--- src/rtl/uart_tx_arbiter_pkg.sv ---
// Shared types and constants for the UART transmit arbiter and its helpers.
package uart_tx_arbiter_pkg;

    typedef enum logic {
        ST_IDLE   = 1'b0,
        ST_LOCKED = 1'b1
    } arb_state_t;

    localparam logic SRC_ECHO   = 1'b0;
    localparam logic SRC_STATUS = 1'b1;

    localparam logic [7:0] DEFAULT_TERMINATOR = 8'h0A;
    localparam int         CLKS_PER_BIT       = 2604;

endpackage

--- src/rtl/uart_tx_arbiter_if.sv ---
// Byte-source, encoder and status signals shared between the arbiter and its neighbours.
interface uart_tx_arbiter_if;

    logic       i_Src0_Valid;
    logic [7:0] i_Src0_Byte;
    logic       o_Src0_Take;
    logic       i_Src1_Valid;
    logic [7:0] i_Src1_Byte;
    logic       o_Src1_Take;
    logic       i_Enc_Ready;
    logic       o_Enc_Write;
    logic [7:0] o_Enc_Byte;
    logic [1:0] o_Grant;
    logic       o_Busy;

    modport slave (
        input  i_Src0_Valid, i_Src0_Byte, i_Src1_Valid, i_Src1_Byte, i_Enc_Ready,
        output o_Src0_Take, o_Src1_Take, o_Enc_Write, o_Enc_Byte, o_Grant, o_Busy
    );

    modport master (
        output i_Src0_Valid, i_Src0_Byte, i_Src1_Valid, i_Src1_Byte, i_Enc_Ready,
        input  o_Src0_Take, o_Src1_Take, o_Enc_Write, o_Enc_Byte, o_Grant, o_Busy
    );

endinterface

--- src/rtl/uart_idle_timer.sv ---
// Saturating idle counter; o_Expired marks the TIMEOUT-th consecutive enabled cycle.
module uart_idle_timer #(
    parameter int TIMEOUT = 25000,
    parameter int W       = 15
) (
    input  logic i_Clk,
    input  logic i_Rst_L,
    input  logic i_Clear,
    input  logic i_Enable,
    output logic o_Expired
);

    localparam logic [W-1:0] LAST    = W'(TIMEOUT - 1);
    localparam logic [W-1:0] CNT_MAX = '1;

    logic [W-1:0] cnt;

    always_ff @(posedge i_Clk) begin
        if (!i_Rst_L) begin
            cnt <= '0;
        end else if (i_Clear) begin
            cnt <= '0;
        end else if (i_Enable && (cnt != CNT_MAX)) begin
            cnt <= cnt + W'(1);
        end
    end

    // Pulse depends only on enable and count so callers may feed it back into clear.
    assign o_Expired = i_Enable && (cnt == LAST);

endmodule

--- src/rtl/uart_tx_arbiter.sv ---
// Message-locked round-robin arbiter sharing one UART encoder between two byte sources.
module uart_tx_arbiter
    import uart_tx_arbiter_pkg::*;
#(
    parameter logic [7:0] TERMINATOR   = DEFAULT_TERMINATOR,
    parameter int         IDLE_TIMEOUT = 25000,
    parameter int         TIMEOUT_W    = 15
) (
    input  logic             i_Clk,
    input  logic             i_Rst_L,
    uart_tx_arbiter_if.slave bus
);

    arb_state_t state, state_nxt;
    logic       g, g_nxt;
    logic       ptr, ptr_nxt;
    logic       valid_g;
    logic [7:0] byte_g;
    logic       locked;
    logic       xfer;
    logic       term_rel;
    logic       expired;
    logic       timer_clear;
    logic       timer_en;

    assign locked   = (state == ST_LOCKED);
    assign valid_g  = (g == SRC_STATUS) ? bus.i_Src1_Valid : bus.i_Src0_Valid;
    assign byte_g   = (g == SRC_STATUS) ? bus.i_Src1_Byte  : bus.i_Src0_Byte;
    assign xfer     = locked && valid_g && bus.i_Enc_Ready;
    assign term_rel = xfer && (byte_g == TERMINATOR);

    // A stalled encoder keeps valid high, so only an empty owner advances the timer.
    assign timer_en    = locked && !valid_g;
    assign timer_clear = !locked || valid_g || expired;

    uart_idle_timer #(
        .TIMEOUT (IDLE_TIMEOUT),
        .W       (TIMEOUT_W)
    ) u_idle_timer (
        .i_Clk     (i_Clk),
        .i_Rst_L   (i_Rst_L),
        .i_Clear   (timer_clear),
        .i_Enable  (timer_en),
        .o_Expired (expired)
    );

    always_ff @(posedge i_Clk) begin
        if (!i_Rst_L) begin
            state <= ST_IDLE;
            g     <= SRC_ECHO;
            ptr   <= SRC_ECHO;
        end else begin
            state <= state_nxt;
            g     <= g_nxt;
            ptr   <= ptr_nxt;
        end
    end

    always_comb begin
        state_nxt = state;
        g_nxt     = g;
        ptr_nxt   = ptr;
        case (state)
            ST_IDLE: begin
                if (bus.i_Src0_Valid && bus.i_Src1_Valid) begin
                    g_nxt     = ptr;
                    state_nxt = ST_LOCKED;
                end else if (bus.i_Src0_Valid) begin
                    g_nxt     = SRC_ECHO;
                    state_nxt = ST_LOCKED;
                end else if (bus.i_Src1_Valid) begin
                    g_nxt     = SRC_STATUS;
                    state_nxt = ST_LOCKED;
                end
            end
            ST_LOCKED: begin
                if (term_rel || expired) begin
                    state_nxt = ST_IDLE;
                    ptr_nxt   = ~g;
                end
            end
            default: state_nxt = ST_IDLE;
        endcase
    end

    // Outputs are gated by reset so a mid-message reset suppresses the strobes immediately.
    always_comb begin
        bus.o_Busy      = 1'b0;
        bus.o_Grant     = 2'b00;
        bus.o_Enc_Byte  = 8'h00;
        bus.o_Enc_Write = 1'b0;
        bus.o_Src0_Take = 1'b0;
        bus.o_Src1_Take = 1'b0;
        if (i_Rst_L && locked) begin
            bus.o_Busy      = 1'b1;
            bus.o_Grant     = (g == SRC_STATUS) ? 2'b10 : 2'b01;
            bus.o_Enc_Byte  = byte_g;
            bus.o_Enc_Write = xfer;
            bus.o_Src0_Take = xfer && (g == SRC_ECHO);
            bus.o_Src1_Take = xfer && (g == SRC_STATUS);
        end
    end

endmodule

--- src/flat_wrapper.sv ---
// flat-port wrapper written by rule: the top's interface ports become plain ports
module uart_tx_arbiter_flat import uart_tx_arbiter_pkg::*;
#(
    parameter logic [7:0] TERMINATOR   = DEFAULT_TERMINATOR,
    parameter int         IDLE_TIMEOUT = 25000,
    parameter int         TIMEOUT_W    = 15
)
  (i_Clk, i_Rst_L, bus_i_Src0_Valid, bus_i_Src0_Byte, bus_i_Src1_Valid, bus_i_Src1_Byte, bus_i_Enc_Ready, bus_o_Src0_Take, bus_o_Src1_Take, bus_o_Enc_Write, bus_o_Enc_Byte, bus_o_Grant, bus_o_Busy);
  uart_tx_arbiter_if bus_i ();
  input  logic i_Clk;
  input  logic i_Rst_L;
  input wire logic [$bits(bus_i.i_Src0_Valid)-1:0] bus_i_Src0_Valid;
  input wire logic [$bits(bus_i.i_Src0_Byte)-1:0] bus_i_Src0_Byte;
  input wire logic [$bits(bus_i.i_Src1_Valid)-1:0] bus_i_Src1_Valid;
  input wire logic [$bits(bus_i.i_Src1_Byte)-1:0] bus_i_Src1_Byte;
  input wire logic [$bits(bus_i.i_Enc_Ready)-1:0] bus_i_Enc_Ready;
  output wire logic [$bits(bus_i.o_Src0_Take)-1:0] bus_o_Src0_Take;
  output wire logic [$bits(bus_i.o_Src1_Take)-1:0] bus_o_Src1_Take;
  output wire logic [$bits(bus_i.o_Enc_Write)-1:0] bus_o_Enc_Write;
  output wire logic [$bits(bus_i.o_Enc_Byte)-1:0] bus_o_Enc_Byte;
  output wire logic [$bits(bus_i.o_Grant)-1:0] bus_o_Grant;
  output wire logic [$bits(bus_i.o_Busy)-1:0] bus_o_Busy;
  assign bus_i.i_Src0_Valid = bus_i_Src0_Valid;
  assign bus_i.i_Src0_Byte = bus_i_Src0_Byte;
  assign bus_i.i_Src1_Valid = bus_i_Src1_Valid;
  assign bus_i.i_Src1_Byte = bus_i_Src1_Byte;
  assign bus_i.i_Enc_Ready = bus_i_Enc_Ready;
  assign bus_o_Src0_Take = bus_i.o_Src0_Take;
  assign bus_o_Src1_Take = bus_i.o_Src1_Take;
  assign bus_o_Enc_Write = bus_i.o_Enc_Write;
  assign bus_o_Enc_Byte = bus_i.o_Enc_Byte;
  assign bus_o_Grant = bus_i.o_Grant;
  assign bus_o_Busy = bus_i.o_Busy;
  uart_tx_arbiter #(.TERMINATOR(TERMINATOR), .IDLE_TIMEOUT(IDLE_TIMEOUT), .TIMEOUT_W(TIMEOUT_W)) u_core (.i_Clk(i_Clk), .i_Rst_L(i_Rst_L), .bus(bus_i));
endmodule
--- config.mk ---
export PLATFORM = sky130hd
export DESIGN_NAME = uart_tx_arbiter_flat
export DESIGN_NICKNAME = d
export VERILOG_FILES = /design/src/rtl/uart_tx_arbiter_pkg.sv /design/src/rtl/uart_tx_arbiter_if.sv /design/src/rtl/uart_idle_timer.sv /design/src/rtl/uart_tx_arbiter.sv /design/src/flat_wrapper.sv
export SDC_FILE = /design/constraint.sdc
export NUM_CORES = 1
export LEC_CHECK = 0
export ABC_AREA = 1
export CORE_MARGIN = 1.5
export CORE_UTILIZATION = 41
export DETAILED_ROUTE_END_ITERATION = 12
export GPL_ROUTABILITY_DRIVEN = 1
export MAX_ROUTING_LAYER = met4
export PLACE_DENSITY = 0.71
export SLEW_MARGIN = 40
export SYNTH_ARGS = -nofsm -noshare
export SYNTH_HDL_FRONTEND = slang
export SYNTH_SLANG_ARGS = --single-unit
--- constraint.sdc ---
create_clock -name i_Clk -period 1.6 [get_ports i_Clk]
set_clock_uncertainty 0.1 [all_clocks]
set_input_delay 0.4 -clock i_Clk [delete_from_list [all_inputs] [get_ports i_Clk]]
set_output_delay 0.4 -clock i_Clk [all_outputs]
set_load 0.1 [all_outputs]
==> summary.md <==
| Metric | Value |
|---|---|
| Setup ws final | -0.277 ns |
| Synth Flop Type | dfxtp_1 |
| Initial DRC count | 60 |
| Critical Path Start | u_core.g |
| Clock share of power | 0.239 |
| Die extent in x | slightly above 60 um |
| Synthesized flop and latch total | 18 |
| Buffers on Ports | 34 |
| WP data required | between 1 and 1.5 ns |
| Worst Hold Slack | around 0.39 ns |
| Crit path arrival time | around 1.4 ns |
| Logic pwr share | 0.367 |
| Gr usage total | 0.244 |
| Initial Utilization | 0.440 |
| Commonest non-fill, non-tap cell in the layout | nand2_1 |
| FP Rows | 20 |
| Initial antenna violation count | 0 |
| Placed Cells | 320 |
| Layout fillers | around 230 |
| Synthesis-to-layout area growth | 75.3% |
| Design Area, Final | around 2400 um^2 |
| Post-synth EDFFs | 0 |
| Final period utilization | 1.17 |
| Final number of max-transition violations | 0 |
| Fmax | between 0.5 and 0.6 GHz |
| Post-Route WL | between 4000 and 5000 um |
| Largest net degree at the start of global routing | 16 |
| CTS H-tree depth | 1 |
| PwrDens | roughly 480 nW/um^2 |
| RR Endpoint | u_core.ptr |
| Reg clk slew, reported paths | about 0.090 ns |
| CTS Buffer Depth | 2 |
| Max-cap viol count | 0 |
| Final non-filler cell total | ~330 |
| # clock sinks | 18 |
| Share of power burned in registers | 0.394 |
| Dominant delay contributor by cell family on the critical path | flip-flops |
| Final Core Density | 0.772 |
| Share of cells above drive strength 1 | 0.401 |
| Vias in the first global route | around 1.4k |
| RSZ-0062 raised after global routing | true |
| Gpl congestion | approximately 0.90 |
| CP peak stage delay | approximately 0.38 ns |
| Cell Chain, Critical Path | buf_8 > nand2_4 > nand2_4 > nand2_4 > nor3_4 > buf_12 |
| Yosys warns | 0 |
| Asr flop ratio synth | 0 |
| ANT cells | 0 |
| Unique masters post-synth | 29 |
| CTS root buf | clkbuf_4 |
| DP HPWL | between 3000 and 4000 um |
| CP Max Fanout | 9 |
| P_int | between 0.0007 and 0.0008 W |
| TritonCTS buffer count | 3 |
| Routed wire per std cell | roughly 12 um |
| Synthesized area | around 1400 um^2 |
| Die height | about 61 um |
| Worst-Margin Slew | 0.334 ns |
| Worst-skew pair later-pin latency | roughly 0.3 ns |
| CTS tree | built |
| Worst path most repeated cell | nand2_4 |
| Most frequent cells in the layout | nand2_1, buf_4, inv_1 |
| CP max-delay cell | dfxtp_4 |
| DR vias | around 1.6k |
| Peak VDD IR | approximately 0.46 mV |
| Net Sw Power | ~0.0004 W |
| Failing checks | setup timing |
| CTS hold repair buffers | 0 |
| Syn Area/Cell | just over 6 um^2 |
| R2R depth | 12 |
| WP depth | 6 |
| Placed cell areas | about 2200 um^2 |
| Period minus WS final | roughly 1.9 ns |
| Post-synthesis sequential area ratio | 0.262 |
| Grt ovf | 0 |
| Core region area | 3130 um^2 |
| Fin. Hold Viols | 0 |
| DR vias/cell | between 4 and 5 |
| Antenna Nets Post-Route | 0 |
| Setup violations, final | 14 |
| Slew margin rel. | 0.776 |
| Critical path capture point type | primary output |
| DRC | 0 |
| Dpl ws | -0.525 ns |
| First-pass GRT wire length | 6610 um |
| Drt first pass iters | 4 |
| Syn_nets | between 200 and 250 |
| Final #Nets | between 300 and 400 |
| Reg2reg start | u_core.g |
| Crit path buf inv count | 2 |
| CP startpoint kind | flop |
| P_leak | 0.972 nW |
| Status | finished with violations |
| Worst Setup Path Type | flop to primary output |
| Worst reg-to-reg setup slack | about 0.010 ns |
| # IOs | 35 |
| Hold Path Class | flop to flop |
| Switching Fraction | 0.342 |
| Worst Setup EP | bus_o_Src0_Take |
| Synth Instances | roughly 220 |
| Full die area | roughly 3700 um^2 |
| Hold Crit Start | u_core.ptr |
tightest hold or removal path: stages, from the launching register on:
cell	delay [ns]
dfxtp_1	0.32
nor2_1	0.09
nor2_1	0.05
registers in the layout (all words and copies together), names as in the netlist:
name	count
u_core.u_idle_timer.cnt	15
u_core.g	1
u_core.locked	1
u_core.ptr	1
logic make-up after synthesis:
| group | Yosys count | synth area share |
|---|---|---|
| xor+xnor | 8 | 0.0509 |
| compound gates | 23 | 0.113 |
| simple gates | 143 | 0.469 |
| buf+inv | 30 | 0.0972 |
| flops | 18 | 0.262 |
| fa+ha+maj | 1 | 0.00908 |
synth_stat cells (2+ instances only):
library cell   n  share of area
buf_6          2          0.016
nand4_1        5          0.023
xnor2_1        2          0.013
nor2_1        24          0.065
nand2_1       87           0.24
a21oi_1       10          0.036
nand3_1        9          0.033
buf_2          2         0.0073
xor2_1         6          0.038
inv_2          3         0.0082
o21ai_0        2         0.0073
nor2_4         3          0.025
nor2_2         2         0.0091
a21oi_2       10          0.064
nor3_1         4          0.015
inv_1         21          0.057
dfxtp_1       18           0.26
nand3b_1       2          0.011
what timing repair did:
| item | in CTS | in global routing |
|---|---|---|
| setup buffers | 2 | 4 |
| cloned | 1 | 0 |
| resized for setup | 25 | 22 |
| endpoints found under the setup margin | 29 | 30 |
| pin swaps | 14 | 9 |
worst min-delay path by stage:
stage / endpoint / slack, ns / cells past startpoint
global route: u_core.u_idle_timer.cnt[14] / 0.40 / 2
finish: u_core.ptr / 0.39 / 2
detailed placement: u_core.u_idle_timer.cnt[14] / 0.38 / 2
floorplan: u_core.u_idle_timer.cnt[14] / 0.35 / 2
global placement: u_core.u_idle_timer.cnt[14] / 0.37 / 2
CTS: u_core.u_idle_timer.cnt[14] / 0.39 / 2
stage by stage:
stage / total power, W / setup TNS, ns
2_1_floorplan: 0.000708 / -2.20
3_3_place_gp: 0.000867 / -11.47
3_5_place_dp: 0.000871 / -12.37
4_1_cts: 0.00116 / -2.79
5_1_grt: 0.00122 / -3.96
6_report: 0.00117 / -2.91
cell type report:
class / count / area, um^2 / share of cell area
Inverter: 24 / 101 / 0.0420
Clock buffer: 4 / 36.3 / 0.0150
Tap cell: 44 / 55.1 / 0.0228
Timing Repair Buffer: 65 / 741 / 0.307
Multi-Input combinational cell: 176 / 1110 / 0.458
Sequential cell: 18 / 375 / 0.155
power groups by stage:
stage | Clock [W] | Sequential, W | Combinational [W]
finish | 0.000279 | 0.000459 | 0.000427
global route | 0.000307 | 0.000460 | 0.000451
CTS | 0.000285 | 0.000459 | 0.000411
detailed placement | 0 | 0.000468 | 0.000404
global placement | 0 | 0.000467 | 0.000400
floorplan | 0 | 0.000468 | 0.000241
metal layers:
metal	wire length (um)	GRT usage	up-vias
li1	-	-	830
met1	1900	0.332	699
met2	1900	0.379	44
met3	212	0.0384	5
met4	34	0.0559	0
met5	0	-	-
No activity file was read; power rests on OpenSTA's default activity.
